==> config.mk <==
export PLATFORM = sky130hd
export DESIGN_NAME = mem_bus_arbiter
export DESIGN_NICKNAME = d
export VERILOG_FILES = /design/src/rtl/mem_bus_arbiter_pkg.sv /design/src/rtl/mem_bus_arbiter_lane_steer.sv /design/src/rtl/mem_bus_arbiter.sv
export SDC_FILE = /design/constraint.sdc
export NUM_CORES = 1
export LEC_CHECK = 0
export CAP_MARGIN = 20
export CORE_MARGIN = 2
export CORE_UTILIZATION = 36
export CTS_CLUSTER_SIZE = 28
export DETAILED_ROUTE_END_ITERATION = 10
export GPL_TIMING_DRIVEN = 0
export PLACE_DENSITY = 0.71
export SYNTH_ARGS = -nofsm -noshare
export SYNTH_HDL_FRONTEND = slang
export SYNTH_HIERARCHICAL = 1
export SYNTH_SLANG_ARGS = --single-unit
==> constraint.sdc <==
create_clock -name clk -period 3.8 [get_ports clk]
set_clock_uncertainty 0.2 [all_clocks]
set_input_delay 0.57 -clock clk [delete_from_list [all_inputs] [get_ports clk]]
set_output_delay 0.57 -clock clk [all_outputs]
set_load 0.01 [all_outputs]
==> src/rtl/mem_bus_arbiter_pkg.sv <==
// Shared types and helpers for the memory bus arbiter.
package mem_bus_arbiter_pkg;

   localparam int unsigned BUS_DATA_W = 32;

   typedef enum logic [1:0] {
      SZ_BYTE = 2'd0,
      SZ_HALF = 2'd1,
      SZ_WORD = 2'd2
   } mem_size_t;

   typedef enum logic [1:0] {
      IDLE,
      BUS,
      DONE
   } arb_state_t;

   typedef enum logic {
      GNT_FETCH,
      GNT_DATA
   } grant_t;

   // Big-endian core word <-> little-endian bus word.
   function automatic logic [31:0] swap_endian(input logic [31:0] i_d);
      return {i_d[7:0], i_d[15:8], i_d[23:16], i_d[31:24]};
   endfunction

   // Misaligned half/word or reserved size.
   function automatic logic access_err(input logic [1:0] i_size, input logic [1:0] i_off);
      logic w_err;
      case (i_size)
         SZ_BYTE: w_err = 1'b0;
         SZ_HALF: w_err = i_off[0];
         SZ_WORD: w_err = (i_off != 2'b00);
         default: w_err = 1'b1;
      endcase
      return w_err;
   endfunction

endpackage

==> src/rtl/mem_bus_arbiter_lane_steer.sv <==
// Byte-lane steering: byteenable, store lane placement and load extraction/extension.
module mem_bus_arbiter_lane_steer
   import mem_bus_arbiter_pkg::*;
(
   input  logic [1:0]  i_size,
   input  logic [1:0]  i_off,
   input  logic        i_signed,
   input  logic [31:0] i_wdata,
   input  logic [31:0] i_rdata,
   output logic [3:0]  o_be,
   output logic [31:0] o_wdata,
   output logic [31:0] o_rdata
);

   logic [7:0]  w_byte;
   logic [15:0] w_half;

   // Map access size and lane offset to enables, bus write data and extended load result.
   always_comb begin
      o_be    = '0;
      o_wdata = '0;
      o_rdata = '0;
      w_byte  = 8'(i_rdata >> {i_off, 3'b000});
      w_half  = '0;
      case (i_size)
         SZ_BYTE: begin
            o_be    = 4'b0001 << i_off;
            o_wdata = {24'b0, i_wdata[7:0]} << {i_off, 3'b000};
            o_rdata = {{24{i_signed & w_byte[7]}}, w_byte};
         end
         SZ_HALF: begin
            if (i_off[1]) begin
               o_be    = 4'b1100;
               o_wdata = {i_wdata[7:0], i_wdata[15:8], 16'b0};
               w_half  = {i_rdata[23:16], i_rdata[31:24]};
            end else begin
               o_be    = 4'b0011;
               o_wdata = {16'b0, i_wdata[7:0], i_wdata[15:8]};
               w_half  = {i_rdata[7:0], i_rdata[15:8]};
            end
            o_rdata = {{16{i_signed & w_half[15]}}, w_half};
         end
         SZ_WORD: begin
            o_be    = 4'b1111;
            o_wdata = swap_endian(i_wdata);
            o_rdata = swap_endian(i_rdata);
         end
         default: begin
            o_be    = '0;
         end
      endcase
   end

endmodule

==> src/rtl/mem_bus_arbiter.sv <==
// Round-robin arbiter sharing one Avalon-MM master between instruction fetch and load/store.
module mem_bus_arbiter
   import mem_bus_arbiter_pkg::*;
#(
   parameter int unsigned ADDR_W = 32,
   parameter int unsigned DATA_W = 32
) (
   input  logic              clk,
   input  logic              reset_i,
   input  logic              fetch_req_i,
   input  logic [ADDR_W-1:0] fetch_addr_i,
   output logic              fetch_done_o,
   output logic [DATA_W-1:0] fetch_data_o,
   input  logic              data_req_i,
   input  logic              data_we_i,
   input  logic [1:0]        data_size_i,
   input  logic              data_signed_i,
   input  logic [ADDR_W-1:0] data_addr_i,
   input  logic [DATA_W-1:0] data_wdata_i,
   output logic              data_done_o,
   output logic [DATA_W-1:0] data_rdata_o,
   output logic              data_err_o,
   output logic              busy_o,
   output logic [ADDR_W-1:0] address_o,
   output logic              read_o,
   output logic              write_o,
   input  logic              waitrequest_i,
   output logic [DATA_W-1:0] writedata_o,
   output logic [3:0]        byteenable_o,
   input  logic [DATA_W-1:0] readdata_i
);

   arb_state_t        r_state;
   arb_state_t        w_next;
   grant_t            r_last;
   grant_t            r_gnt;
   grant_t            w_grant;
   logic              w_fire;
   logic              w_err;

   logic [1:0]        r_size;
   logic [1:0]        r_off;
   logic              r_signed;
   logic              r_we;
   logic [DATA_W-1:0] r_wdata;
   logic [ADDR_W-1:0] r_address;
   logic              r_read;
   logic              r_write;
   logic              r_fetch_done;
   logic [DATA_W-1:0] r_fetch_data;
   logic              r_data_done;
   logic [DATA_W-1:0] r_data_rdata;
   logic              r_data_err;

   logic [3:0]        w_be;
   logic [DATA_W-1:0] w_wdata;
   logic [DATA_W-1:0] w_rdata;
   logic              w_unused_fetch_lsb;

   // Fetches are always word-aligned word reads; the low address bits are dropped.
   assign w_unused_fetch_lsb = ^fetch_addr_i[1:0];

   mem_bus_arbiter_lane_steer u_lane_steer (
      .i_size   (r_size),
      .i_off    (r_off),
      .i_signed (r_signed),
      .i_wdata  (r_wdata),
      .i_rdata  (readdata_i),
      .o_be     (w_be),
      .o_wdata  (w_wdata),
      .o_rdata  (w_rdata)
   );

   // Next-state and grant selection; requests are only looked at in IDLE.
   always_comb begin
      w_next  = r_state;
      w_grant = r_gnt;
      w_fire  = 1'b0;
      w_err   = 1'b0;
      case (r_state)
         IDLE: begin
            if (fetch_req_i && data_req_i) begin
               w_grant = (r_last == GNT_FETCH) ? GNT_DATA : GNT_FETCH;
            end else if (fetch_req_i) begin
               w_grant = GNT_FETCH;
            end else if (data_req_i) begin
               w_grant = GNT_DATA;
            end
            w_fire = fetch_req_i | data_req_i;
            if (w_fire) begin
               w_err  = (w_grant == GNT_DATA) && access_err(data_size_i, data_addr_i[1:0]);
               w_next = w_err ? DONE : BUS;
            end
         end
         BUS: begin
            if (!waitrequest_i) begin
               w_next = DONE;
            end
         end
         DONE: begin
            w_next = IDLE;
         end
         default: begin
            w_next = IDLE;
         end
      endcase
   end

   // State register and round-robin history.
   always_ff @(posedge clk or negedge reset_i) begin
      if (!reset_i) begin
         r_state <= IDLE;
         r_last  <= GNT_DATA;
      end else begin
         r_state <= w_next;
         if (w_fire) begin
            r_last <= w_grant;
         end
      end
   end

   // Payload latch, registered bus strobes and completion outputs.
   always_ff @(posedge clk or negedge reset_i) begin
      if (!reset_i) begin
         r_gnt        <= GNT_DATA;
         r_size       <= '0;
         r_off        <= '0;
         r_signed     <= 1'b0;
         r_we         <= 1'b0;
         r_wdata      <= '0;
         r_address    <= '0;
         r_read       <= 1'b0;
         r_write      <= 1'b0;
         r_fetch_done <= 1'b0;
         r_fetch_data <= '0;
         r_data_done  <= 1'b0;
         r_data_rdata <= '0;
         r_data_err   <= 1'b0;
      end else begin
         r_fetch_done <= 1'b0;
         r_data_done  <= 1'b0;
         if (w_fire) begin
            r_gnt <= w_grant;
            if (w_grant == GNT_FETCH) begin
               r_size    <= SZ_WORD;
               r_off     <= '0;
               r_signed  <= 1'b0;
               r_we      <= 1'b0;
               r_wdata   <= '0;
               r_address <= {fetch_addr_i[ADDR_W-1:2], 2'b00};
               r_read    <= 1'b1;
            end else begin
               r_size    <= data_size_i;
               r_off     <= data_addr_i[1:0];
               r_signed  <= data_signed_i;
               r_we      <= data_we_i;
               r_wdata   <= data_wdata_i;
               r_address <= {data_addr_i[ADDR_W-1:2], 2'b00};
               if (w_err) begin
                  r_data_done  <= 1'b1;
                  r_data_err   <= 1'b1;
                  r_data_rdata <= '0;
               end else begin
                  r_read  <= ~data_we_i;
                  r_write <= data_we_i;
               end
            end
         end else if (r_state == BUS && !waitrequest_i) begin
            r_read  <= 1'b0;
            r_write <= 1'b0;
            if (r_gnt == GNT_FETCH) begin
               r_fetch_done <= 1'b1;
               r_fetch_data <= swap_endian(readdata_i);
            end else begin
               r_data_done  <= 1'b1;
               r_data_err   <= 1'b0;
               r_data_rdata <= r_we ? '0 : w_rdata;
            end
         end
      end
   end

   assign fetch_done_o = r_fetch_done;
   assign fetch_data_o = r_fetch_data;
   assign data_done_o  = r_data_done;
   assign data_rdata_o = r_data_rdata;
   assign data_err_o   = r_data_err;
   assign busy_o       = (r_state != IDLE);
   assign address_o    = r_address;
   assign read_o       = r_read;
   assign write_o      = r_write;
   assign byteenable_o = (r_read | r_write) ? w_be : '0;
   assign writedata_o  = r_write ? w_wdata : '0;

endmodule

==> impl_metrics.env <==
export IMPL_status="complete, no violations"
export IMPL_drtIter0Drc=527
export IMPL_ys_seq_elements=140
export IMPL_worstMarginPinSlew_ps=882
export IMPL_num_vias=6315
export IMPL_synthFlopType="dfrtp_1"
export IMPL_timing_hold_violations_final=0
export IMPL_numCtsBuffers=17
export IMPL_cts_htree_levels=4
export IMPL_timing_final_crit_share=0.924
export IMPL_viasPerCell=5.42
export IMPL_clockPowerShare=0.193
export IMPL_intPower_w=0.00543
export IMPL_p_per_area_nw_per_um2=827
export IMPL_crit_path_start_kind="flop"
export IMPL_syn_area_um2=6920
export IMPL_async_flop_share=1.00
export IMPL_critPathMaxFanout=10
export IMPL_max_freq_mhz=285
export IMPL_syn_instance_count=628
export IMPL_grt_overflow_total=0
export IMPL_gp_congestion=0.864
export IMPL_route_detailed_drc=0
export IMPL_grt_usage=0.231
export IMPL_crit_path_max_incr_delay_ps=670
export IMPL_finalPower_w=0.00872
export IMPL_yosys_warnings=6
export IMPL_rows=50
export IMPL_synth_edf_count=0
export IMPL_insertion_delay_ps=420
export IMPL_drive_above_1_share=0.128
export IMPL_nets=1056
export IMPL_p_leak_nw=4.60
export IMPL_yosys_area_top_type="dfrtp_1"
export IMPL_io_buffers=269
export IMPL_cts_root_buffer="clkbuf_16"
export IMPL_p_sw_w=0.00328
export IMPL_grt_max_degree=73
export IMPL_fin_hold_ws_ps=274
export IMPL_cts_tree="built"
export IMPL_dp_hpwl_mm=17.4
export IMPL_finalSetupTns_ps=0
export IMPL_synth_cell_type_count=55
export IMPL_cts_buffer_depth=2
export IMPL_cts_setup_buffers=0
export IMPL_ant_nets=0
export IMPL_ys_seq_area_frac=0.506
export IMPL_synthToLayoutAreaGrowth_pct=52.2
export IMPL_final_common_cell="clkdlybuf4s50_1"
export IMPL_grt_pass1_vias=6364
export IMPL_yosysTopAreaCellShare=0.503
export IMPL_maxCapViolCount=0
export IMPL_postLayoutCellArea_um2=10500
export IMPL_clkSlewWorstSetupHoldPaths_ps=70
export IMPL_yosys_top_cells_area="dfrtp_1 (50%), a22o_1 (9.5%), mux2_2 (5.4%)"
export IMPL_postSynthAreaPerCell_um2=11.0
export IMPL_hp_class="in -> reg"
export IMPL_critical_path_class="reg -> out"
export IMPL_cp_arrival_ps=2740
export IMPL_setup_viol=0
export IMPL_die_w_um=143
export IMPL_cts_resized=0
export IMPL_wirelength_mm=23.3
export IMPL_core_area_um2=18800
export IMPL_slew_viol_final=0
export IMPL_cp_slowest_cell="nor3b_1"
export IMPL_max_slew_margin_rel=0.408
export IMPL_seq_power_share=0.306
export IMPL_p_sw_frac=0.377
export IMPL_required_ps=3030
export IMPL_end_kind="primary output"
export IMPL_die_h_um=143
export IMPL_min_period_ps=3510
export IMPL_first_pass_iters=7
export IMPL_grt_pass1_wl_mm=36.0
export IMPL_boundaryPins=275
export IMPL_clock_sinks=140
export IMPL_num_antenna_cells=0
export IMPL_combPwrFrac=0.500
export IMPL_antenna_found_initial=0
export IMPL_wl_per_cell_um=20.0
export IMPL_layout_common_cells="clkdlybuf4s50_1 (268), dfrtp_1 (139), a22o_1 (75)"
export IMPL_hold_buffers=1
export IMPL_die_area_um2=20300
export IMPL_dpl_cell_area_um2=9940
export IMPL_rsz0062_at_grt="false"
export IMPL_start_util=0.369
export IMPL_peakVddDrop_mv=0.347
export IMPL_path_cells="buf_6 -> buf_4 -> nor3b_1 -> a22oi_1 -> nand2_1 -> and2_1 -> clkdlybuf4s50_1"
==> cell families after synthesis <==
group | share of synthesized area
other | 0.000542
AOI/OAI and AO/OA | 0.231
buffers and inverters | 0.0671
muxes | 0.0736
and+or+nand+nor | 0.122
DFF | 0.506
==> flip-flops by register name, indices dropped and copies added (netlist names) <==
register	flops
data_done_o	1
r_gnt	1
address_o	30
data_rdata_o	32
r_wdata	32
data_err_o	1
r_off	2
fetch_data_o	32
fetch_done_o	1
r_we	1
r_signed	1
write_o	1
r_size	2
r_state	2
read_o	1
==> routing by layer <==
metal / global-route usage / share of wire
met4: 0.0745 / 0.023
met1: 0.303 / 0.43
met3: 0.0620 / 0.075
met2: 0.373 / 0.47
met5: 0 / 0
==> synthesized netlist by cell type, types with 3 or more instances <==
library cell	count
a21oi_1	27
a221o_1	7
a222oi_1	30
a22o_1	75
a22oi_1	5
a31oi_1	5
and2_1	42
buf_2	20
buf_4	8
buf_6	7
clkbuf_1	23
dfrtp_1	139
inv_1	35
mux2_2	33
mux2i_1	10
nand2_1	45
nand2b_1	5
nand3_1	13
nor2_1	20
nor2b_1	11
nor3_1	3
o211ai_1	16
o21a_1	8
==> power groups by stage <==
stage	clock network [W]	logic (W)	registers, W
global placement	0	0.00430	0.00266
finish	0.00168	0.00436	0.00267
floorplan	0	0.00221	0.00279
global route	0.00178	0.00471	0.00275
CTS	0.00171	0.00437	0.00267
detailed placement	0	0.00436	0.00267
==> path summary, 6_finish.rpt <==
path | start | end | slack, ps | cells after the start
setup / recovery | r_size[0] | writedata_o[7] | 290 | 7
hold / removal | data_req_i | r_gnt | 270 | 3
setup reg to reg | r_state[1] | fetch_data_o[30] | 1450 | 5
hold reg to reg | address_o[3] | address_o[3] | 290 | 2
max in group asynchronous | reset_i | r_gnt | 2070 | 3
min in group asynchronous | reset_i | fetch_data_o[26] | 520 | 2
==> cell type report <==
cell class / instances / area (um2)
Clock inverter: 14 / 160
Buffer: 59 / 329
Multi-Input combinational cell: 394 / 2960
Clock buffer: 17 / 425
Tap cell: 234 / 293
Sequential cell: 140 / 3500
Timing Repair Buffer: 271 / 2730
Fill cell: 1676 / 8230
Inverter: 36 / 135
==> metrics by stage <==
stage	cells	setup slack, ps	util
detailed placement	1133	777	0.530
floorplan	629	1640	-
global placement	1132	-3770	0.528
CTS	1165	326	0.561
global route	1165	138	0.561
finish	1165	290	0.561
==> critical path: cells and delay by family, from the launching register on <==
kind            cells  cell delay, ps
compound gates      1             150
buf+inv             3             870
flops               1             370
simple gates        3             940
(Power assumes the default switching activity.)
